File: config.mk
export PLATFORM = sky130hd
export DESIGN_NAME = fifo_uart_tx
export DESIGN_NICKNAME = d
export VERILOG_FILES = /design/src/rtl/fifo_uart_tx.sv
export SDC_FILE = /design/constraint.sdc
export NUM_CORES = 1
export LEC_CHECK = 0
export CAP_MARGIN = 20
export CELL_PAD_IN_SITES_DETAIL_PLACEMENT = 0
export CELL_PAD_IN_SITES_GLOBAL_PLACEMENT = 1
export CORE_UTILIZATION = 40
export CTS_CLUSTER_DIAMETER = 120
export DETAILED_ROUTE_END_ITERATION = 10
export PLACE_DENSITY_LB_ADDON = 0.15
export SKIP_LAST_GASP = 1
export SLEW_MARGIN = 20
export SYNTH_ARGS = -nofsm -noshare
export SYNTH_HDL_FRONTEND = slang
export SYNTH_SLANG_ARGS = --single-unit
File: constraint.sdc
create_clock -name clk -period 2 [get_ports clk]
set_input_delay 0.6 -clock clk [delete_from_list [all_inputs] [get_ports clk]]
set_output_delay 0.6 -clock clk [all_outputs]
set_load 0.005 [all_outputs]
File: src/rtl/fifo_uart_tx.sv
// Serial transmitter that pops words from an upstream FIFO and sends each one
// as a start bit, WIDTH data bits LSB first, and a stop bit.
module fifo_uart_tx #(
  parameter int WIDTH        = 8,
  parameter int CLKS_PER_BIT = 16
) (
  input  logic             clk,
  input  logic             reset,
  input  logic             empty,
  output logic             read_request,
  input  logic [WIDTH-1:0] data_in,
  output logic             tx,
  output logic             busy,
  output logic             frame_done
);

  localparam int BW = (CLKS_PER_BIT > 1) ? $clog2(CLKS_PER_BIT) : 1;
  localparam int CW = $clog2(WIDTH) + 1;
  localparam logic [BW-1:0] BAUD_LAST = BW'(CLKS_PER_BIT - 1);
  localparam logic [CW-1:0] BIT_LAST  = CW'(WIDTH - 1);

  typedef enum logic [2:0] {IDLE, LATCH, START, DATA, STOP} state_t;

  state_t           state, state_n;
  logic [BW-1:0]    baud_cnt, baud_n;
  logic [CW-1:0]    bit_cnt, bit_n;
  logic [WIDTH-1:0] shift_q, shift_n;
  logic             tx_q, tx_n;
  logic             pop;

  always_ff @(posedge clk or posedge reset) begin
    if (reset) begin
      state    <= IDLE;
      baud_cnt <= '0;
      bit_cnt  <= '0;
      shift_q  <= '0;
      tx_q     <= 1'b1;
    end else begin
      state    <= state_n;
      baud_cnt <= baud_n;
      bit_cnt  <= bit_n;
      shift_q  <= shift_n;
      tx_q     <= tx_n;
    end
  end

  always_comb begin
    state_n    = state;
    baud_n     = baud_cnt;
    bit_n      = bit_cnt;
    shift_n    = shift_q;
    pop        = 1'b0;
    frame_done = 1'b0;
    case (state)
      IDLE: begin
        baud_n = '0;
        bit_n  = '0;
        if (!empty) begin
          pop     = 1'b1;
          state_n = LATCH;
        end
      end
      LATCH: begin
        shift_n = data_in;
        state_n = START;
      end
      START: begin
        if (baud_cnt == BAUD_LAST) begin
          baud_n  = '0;
          state_n = DATA;
        end else begin
          baud_n = baud_cnt + 1'b1;
        end
      end
      DATA: begin
        if (baud_cnt == BAUD_LAST) begin
          baud_n  = '0;
          shift_n = shift_q >> 1;
          if (bit_cnt == BIT_LAST) begin
            bit_n   = '0;
            state_n = STOP;
          end else begin
            bit_n = bit_cnt + 1'b1;
          end
        end else begin
          baud_n = baud_cnt + 1'b1;
        end
      end
      STOP: begin
        if (baud_cnt == BAUD_LAST) begin
          frame_done = 1'b1;
          baud_n     = '0;
          state_n    = IDLE;
        end else begin
          baud_n = baud_cnt + 1'b1;
        end
      end
      default: state_n = IDLE;
    endcase

    // tx is the registered line level for the state being entered, so the
    // serial output only ever changes on a clock edge.
    case (state_n)
      START:   tx_n = 1'b0;
      DATA:    tx_n = shift_n[0];
      default: tx_n = 1'b1;
    endcase
  end

  assign read_request = pop & ~reset;
  assign busy         = (state != IDLE);
  assign tx           = tx_q;

endmodule

; Yosys cells after proc, flatten, opt, wreduce, memory -nomap -nowiden
; Cells that the tools add are included.
[classes]
bitwise_logic = 2
n_mux = 18
n_reduce_logical = 8
addsub = 2
n_eq_ne = 9
[op_table]
columns = cell, n
row1 = 4-bit case mux with 2 select lines, 2
row2 = 8-bit case mux with 2 select lines, 1
row3 = 3-bit two-way mux, 5
row4 = 3-bit case mux with 5 select lines, 1
row5 = "3-bit by 2-bit == test with 1-bit output, second input constant", 4
row6 = 4-bit two-way mux, 3
row7 = "4-bit by 1-bit adder with 4-bit output, second input constant", 2
row8 = 8-bit two-way mux, 1
row9 = 2-bit nonzero test, 3
row10 = "4-bit by 3-bit == test with 1-bit output, second input constant", 1
row11 = "4-bit == test, second input constant", 1
row12 = 1-bit two-way mux, 4
row13 = 2-bit AND reduction, 2
row14 = "3-bit by 1-bit == test with 1-bit output, second input constant", 1
row15 = "3-bit == test, second input constant", 1
row16 = 3-bit logical NOT, 1
row17 = 3-bit nonzero test, 1
row18 = 3-bit OR reduction, 1
row19 = "2-bit inequality test, second input constant", 1
row20 = 1-bit case mux with 2 select lines, 1
row21 = 1-bit AND, 1
row22 = 1-bit inverter, 1
[totals]
elab_cells = 45
in_bits = 11
register_bits = 20

; Logic depth before layout (Yosys ltp)
; Gate-level depths: netlist of the first run.
[logic_depth]
word_depth = 6
depth_mapped = 6
depth_no_buf = 5

; Least setup slack after synthesis of the first run
; No wires, ideal clock.
[synth_path]
kind = register -> output
startpoint = register baud_cnt[0]
endpoint = output port frame_done
arrival_time_ns = 1.124
slack_ns = 0.276
stages_incl_launch_ff = 5
path_cell_list = dfrtp_1 ha_1 and3_1 buf_2 and3_1
[synth_via]
elab_chain_len = 3
[synth_lines]
columns = item, line_no
row1 = from (decl), 25  ; logic [BW-1:0] baud_cnt, baud_n;
row2 = from (signal assigned), 40  ; baud_cnt <= baud_n;
row3 = 4-bit == test, 90  ; if (baud_cnt == BAUD_LAST) begin
row4 = 1-bit two-way mux, 90
row5 = 1-bit two-way mux, 54  ; case (state)
row6 = to (decl), 14  ; output logic frame_done
; No other way between the ends.

; Worst setup path after layout of the first run
[layout_path]
startpoint = input port empty
endpoint = output port read_request
[layout_via]
elab_chain_len = 3
[layout_lines]
columns = item, line_no
row1 = from (decl), 9  ; input logic empty,
row2 = 1-bit two-way mux, 58  ; if (!empty) begin
row3 = 1-bit two-way mux, 54
row4 = 1-bit AND, 110  ; assign read_request = pop & ~reset;
row5 = to (decl), 10  ; output logic read_request,
; No other way between the ends.

==> results of run 1 <==
[per-layer routing]
metal / track usage (%) / wire [um] / up-vias
met2: 29.8 / 1130 / 17
met4: 9.21 / 12 / 0
met5: 0 / 0 / -
met1: 28.6 / 1230 / 442
li1: - / - / 453
met3: 2.59 / 89 / 2
[state kept, by name, indices dropped and copies added, names as in the netlist]
name / count
baud_cnt: 4
bit_cnt: 4
shift_q: 8
state: 3
tx: 1
[placed cells by master, fill, tap and decap left out, types with 2 or more instances in the layout]
master           synthesis  routed
a21o_1                   2       2
a21oi_1                  2       2
a22o_1                   2       2
a22oi_1                  7       7
and2_1                   2       2
buf_2                    2       3
buf_4                    1      16
clkbuf_4                 0       3
clkdlybuf4s50_1          0      11
dfrtp_1                 19      19
inv_1                    3       3
nand2_1                 19      19
nand3_1                  6       6
nor2_1                   7       7
nor2b_1                  3       3
nor3_1                   3       2
o21ai_0                  7       7
[final timing paths]
path	from	end	slack (ns)	cells after the start
worst max-delay path	empty	read_request	0.06	3
worst min-delay path	shift_q[2]$_DFFE_PP0P_	shift_q[2]$_DFFE_PP0P_	0.49	2
min in group asynchronous	reset	baud_cnt[1]$_DFFE_PP0P_	0.59	2
max in group asynchronous	reset	shift_q[4]$_DFFE_PP0P_	0.99	3
worst max register to register	state[0]$_DFF_PP0_	bit_cnt[3]$_DFFE_PP0P_	0.16	6
worst min register to register	shift_q[2]$_DFFE_PP0P_	shift_q[2]$_DFFE_PP0P_	0.49	2
[metrics by stage]
| step | utilization [%] | setup slack (ns) | cell area [sq um] | setup TNS [ns] |
|---|---|---|---|---|
| after CTS | 54.8 | -0.0435 | 1360 | -0.0435 |
| final | 54.8 | 0.0588 | 1360 | 0 |
| after global routing | 54.8 | -0.000560 | 1360 | -0.000560 |
| after floorplan | - | 0.276 | 1050 | 0 |
| after detailed placement | 52.8 | -0.359 | 1310 | -0.359 |
| after global placement | 52.8 | -0.314 | 1310 | -0.314 |
[area by class of cell]
type	count	area, sq um
Tap cell	30	37.5
Multi-Input combinational cell	83	524
Inverter	3	11.3
Timing Repair Buffer	31	256
Clock buffer	4	26.3
Sequential cell	20	502
Fill cell	250	1120
[synthesized netlist by cell type (2+ instances only)]
master	n	share of area (%)
and2_1	2	1.2
and3_1	2	1.2
clkbuf_1	2	0.72
nand2_1	19	6.8
a22o_1	2	1.7
ha_1	2	2.4
o21ai_0	7	3.3
a21o_1	2	1.4
nor2b_1	3	1.8
a21oi_1	2	0.95
inv_1	3	1.1
a22oi_1	7	5.0
nand3_1	6	2.9
nor3_1	3	1.4
buf_2	2	0.95
nor2_1	7	2.5
dfrtp_1	19	45
[logic make-up after synthesis]
group	after synthesis	share of synthesized area, %
and+or+nand+nor	53	26.6
AOI/OAI and AO/OA	28	19.8
DFF	20	47.8
buffers and inverters	8	3.46
adders and majority gates	2	2.38
[where the power goes]
group	internal (mW)	total [mW]	switching (mW)	leakage [nW]
registers	0.572	0.682	0.111	0.241
logic	0.284	0.536	0.252	0.387
clock network	0.0776	0.199	0.122	0.0150
[worst reg2reg max path, delay by kind of cell, from the launching register on]
family | cells | cell delay, ns
AOI/OAI and AO/OA | 1 | 0.14
DFF | 1 | 0.40
buffers and inverters | 2 | 0.25
and+or+nand+nor | 3 | 1.00
[what timing repair did]
| action | in CTS | in global routing |
|---|---|---|
| endpoints found under the setup margin | 3 | 2 |
| resized for setup | 14 | 2 |
| pin swaps | 1 | 0 |
| buffers inserted | 3 | 0 |
==> impl_metrics.yaml, run 1 <==
finish:
  drive_gt1_share_pct: 23.4
  num_antenna_cells: 0
  area_delta_synth_final_pct: 29.3
  nNetsFinal: 155
  instances_no_fill: 171
grt:
  track_usage_pct: 20.1
  gr-total-overflow: 0
  grt_pass1_wl_mm: 4.04
  grt_pass1_vias: 881
  antenna_found_initial: 0
  grt_max_degree: 15
clock_tree:
  clk_path_buf_depth: 2
  cts.htree.levels: 1
  postCtsHoldBufs: 0
  root_buffer: "clkbuf_4"
  worstSkewPairLatency_ns: 0.29
  cts_num_sinks: 20
  cts.clk_slew.worst_paths_ns: 0.11
  cts-buffers-inserted: 3
  cts_tree: "built"
timing:
  slew_headroom_pct: 78.8
  grt_setup_unrepaired: "yes"
  fin_skew_ns: 0.00158
  finalSetupViolCount: 0
  fin_crit_sh_pct: 97.1
  hold_viol: 0
  worst_hold_slack_ns: 0.493
  period_needed_ns: 1.94
  tightest_slew_ns: 0.319
  slew_viol_final: 0
  fmax_mhz: 515
run_status:
  status: "complete, no violations"
drt:
  dr.pass1.iters: 4
  vias_per_cell: 5.35
  wl_per_cell_um: 14.4
  drtIter0Drc: 14
  vias: 914
  drc_errors: 0
  routed_wl_mm: 2.47
  antenna_left: 0
die:
  dieWidth_um: 53.2
  rows: 18
  start_util_pct: 42.4
  die_area_sq_um: 2830
  ios: 15
  dieHeight_um: 53.2
  core_sq_um: 2480
setup_path:
  slowest_stage: "clkdlybuf4s50_1"
  crit_chain: "clkdlybuf4s50_1 -> nor3_2 -> buf_2"
  cpPeakStageDelay_ns: 0.44
  arrival_ns: 1.34
  critPathTopFamily: "buffers and inverters"
  crit_fanout: 2
  critical_path_class: "in2out"
  end_kind: "output port"
  cp.buffers_inverters: 2
  required_ns: 1.40
  startpoint_type: "primary input"
synth:
  ys_warn_count: 0
  synth_seq_cells: 20
  syn-instance-count: 111
  synth_area_sq_um: 1050
  ys_seq_area_share_pct: 47.8
  synth.distinct_cells: 38
  synth_edf_count: 0
  async_flop_share_pct: 100
  syn_nets: 124
  syn_area_per_cell_sq_um: 9.46
  synth_flop_cell: "dfrtp_1"
power:
  cellPowerDensity_nw_per_um2: 1040
  p_leak_nw: 0.643
  ir_drop_mv: 0.668
  finalPower_mw: 1.42
placed_design:
  dp_cells: 164
  hpwl_mm: 1.80
  place_congestion: 0.749
  portBuffers: 14
min_path:
  min_path_type: "reg2reg"
job:
  cap_viol_max_count: 0
Note: power is estimated with default switching activity, not from simulation.
==> run 2, diff against run 1 <==
--- a/config.mk
+++ b/config.mk
@@ -8,6 +8,7 @@
 export CAP_MARGIN = 20
 export CELL_PAD_IN_SITES_DETAIL_PLACEMENT = 0
 export CELL_PAD_IN_SITES_GLOBAL_PLACEMENT = 1
+export CORE_MARGIN = 4
 export CORE_UTILIZATION = 40
 export CTS_CLUSTER_DIAMETER = 120
 export DETAILED_ROUTE_END_ITERATION = 10
==> run 2 against run 1 <==
  * Utilization increased by 0.56 points
  * Largest power group unchanged
  * Sequential share of layout area decreased by 0.70 points
  * Setup slack better by 0.0015 ns
  * Largest cell class unchanged
  * Critical endpoint is now frame_done
  * Flip-flop and latch count did not move
==> impl_metrics.yaml, run 2 (synthesized netlist as in run 1, its figures left out) <==
clock_tree:
  worstSkewPairLatency_ns: 0.30
  cts.clk_slew.worst_paths_ns: 0.12
  postCtsHoldBufs: 0
  cts_tree: "built"
  cts.htree.levels: 1
  clk_path_buf_depth: 2
  cts-buffers-inserted: 3
  cts_num_sinks: 20
  root_buffer: "clkbuf_4"
setup_path:
  crit_fanout: 2
  end_kind: "output port"
  critical_path_class: "reg2out"
  required_ns: 1.40
  startpoint_type: "register"
  arrival_ns: 1.34
grt:
  grt_pass1_wl_mm: 4.06
  antenna_found_initial: 0
  gr-total-overflow: 0
  grt_pass1_vias: 888
  grt_max_degree: 15
  track_usage_pct: 15.1
die:
  start_util_pct: 42.0
  ios: 15
  rows: 18
  die_area_sq_um: 3510
  core_sq_um: 2500
  dieHeight_um: 59.2
  dieWidth_um: 59.2
drt:
  routed_wl_mm: 2.34
  vias_per_cell: 5.44
  drtIter0Drc: 45
  antenna_left: 0
  vias: 930
  dr.pass1.iters: 4
  drc_errors: 0
  wl_per_cell_um: 13.7
job:
  cap_viol_max_count: 0
placed_design:
  dp_slack_ns: -0.341
  hpwl_mm: 1.71
  dp_cells: 164
  portBuffers: 14
  place_congestion: 0.708
timing:
  final.setup.tns_ns: 0
  tightest_slew_ns: 0.453
  period_needed_ns: 1.94
  hold_viol: 0
  setup_slack_ns: 0.0603
  slew_headroom_pct: 69.7
  slew_viol_final: 0
  fin_skew_ns: 0.0103
  finalSetupViolCount: 0
  fmax_mhz: 516
  grt_setup_unrepaired: "yes"
  fin_crit_sh_pct: 97.0
finish:
  final_cell_mix: "nand2_1, dfrtp_1, buf_4"
  largest_reg_flops: 8
  area_delta_synth_final_pct: 31.8
  nNetsFinal: 155
  reg_top3: "shift_q (8), baud_cnt (4), bit_cnt (4)"
  instances_no_fill: 171
  top_register: "shift_q"
  num_antenna_cells: 0
  drive_gt1_share_pct: 24.1
  post-route-util_pct: 55.4
min_path:
  min_path_type: "reg2reg"
run_status:
  status: "complete, no violations"
power:
  ir_drop_mv: 0.598
  p_leak_nw: 0.656
  cellPowerDensity_nw_per_um2: 1120
run 2: cell count changes in the layout (fill, tap and decap cells not counted), sizes merged:
| cell | before | now |
|---|---|---|
| clkbuf | 4 | 3 |
| bufinv | 0 | 1 |
run 2: layout make-up:
| class | count | area, sq um |
|---|---|---|
| Tap cell | 30 | 37.5 |
| Clock inverter | 1 | 30.0 |
| Fill cell | 231 | 1120 |
| Clock buffer | 3 | 22.5 |
| Multi-Input combinational cell | 83 | 524 |
| Inverter | 3 | 11.3 |
| Sequential cell | 20 | 502 |
| Timing Repair Buffer | 31 | 256 |
run 2: final timing paths:
check | from | end | slack (ns) | depth (start not counted)
min | shift_q[2]$_DFFE_PP0P_ | shift_q[2]$_DFFE_PP0P_ | 0.50 | 2
max reg2reg | state[2]$_DFF_PP0_ | bit_cnt[3]$_DFFE_PP0P_ | 0.17 | 6
max in group asynchronous | reset | baud_cnt[3]$_DFFE_PP0P_ | 0.88 | 3
min reg2reg | shift_q[2]$_DFFE_PP0P_ | shift_q[2]$_DFFE_PP0P_ | 0.50 | 2
min in group asynchronous | reset | shift_q[7]$_DFFE_PP0P_ | 0.64 | 2
max | baud_cnt[1]$_DFFE_PP0P_ | frame_done | 0.06 | 4
run 2: power breakdown:
| group | switching [mW] | internal [mW] | leakage (nW) |
|---|---|---|---|
| clock | 0.129 | 0.202 | 0.0279 |
| combinational | 0.252 | 0.284 | 0.387 |
| sequential | 0.109 | 0.572 | 0.241 |
| total | 0.491 | 1.06 | 0.656 |
run 2: timing repair:
action                     CTS  global route
setup endpoints to repair    3             2
pin swaps                    2             0
hold endpoints to repair     0             0
resized for setup           15             1
setup buffers                3             0
run 2: worst max-delay path: stages, from the launching register on:
cell     delay (ns)
dfrtp_1        0.41
ha_2           0.19
and3_4         0.16
and3_1         0.15
buf_2          0.12
run 2: layer usage:
layer | track usage (%) | wire [um]
met1 | 20.5 | 1110
met3 | 2.40 | 118
met4 | 5.83 | 15
met5 | 0 | 0
met2 | 24.2 | 1090
run 2: through the flow:
step                power, mW  hold slack, ns  instance area [sq um]
detailed placement       1.18           0.463                   1310
global placement         1.17           0.463                   1310
global route             1.67           0.529                   1380
finish                   1.55           0.503                   1380
floorplan               0.998           0.446                   1050
CTS                      1.55           0.498                   1380
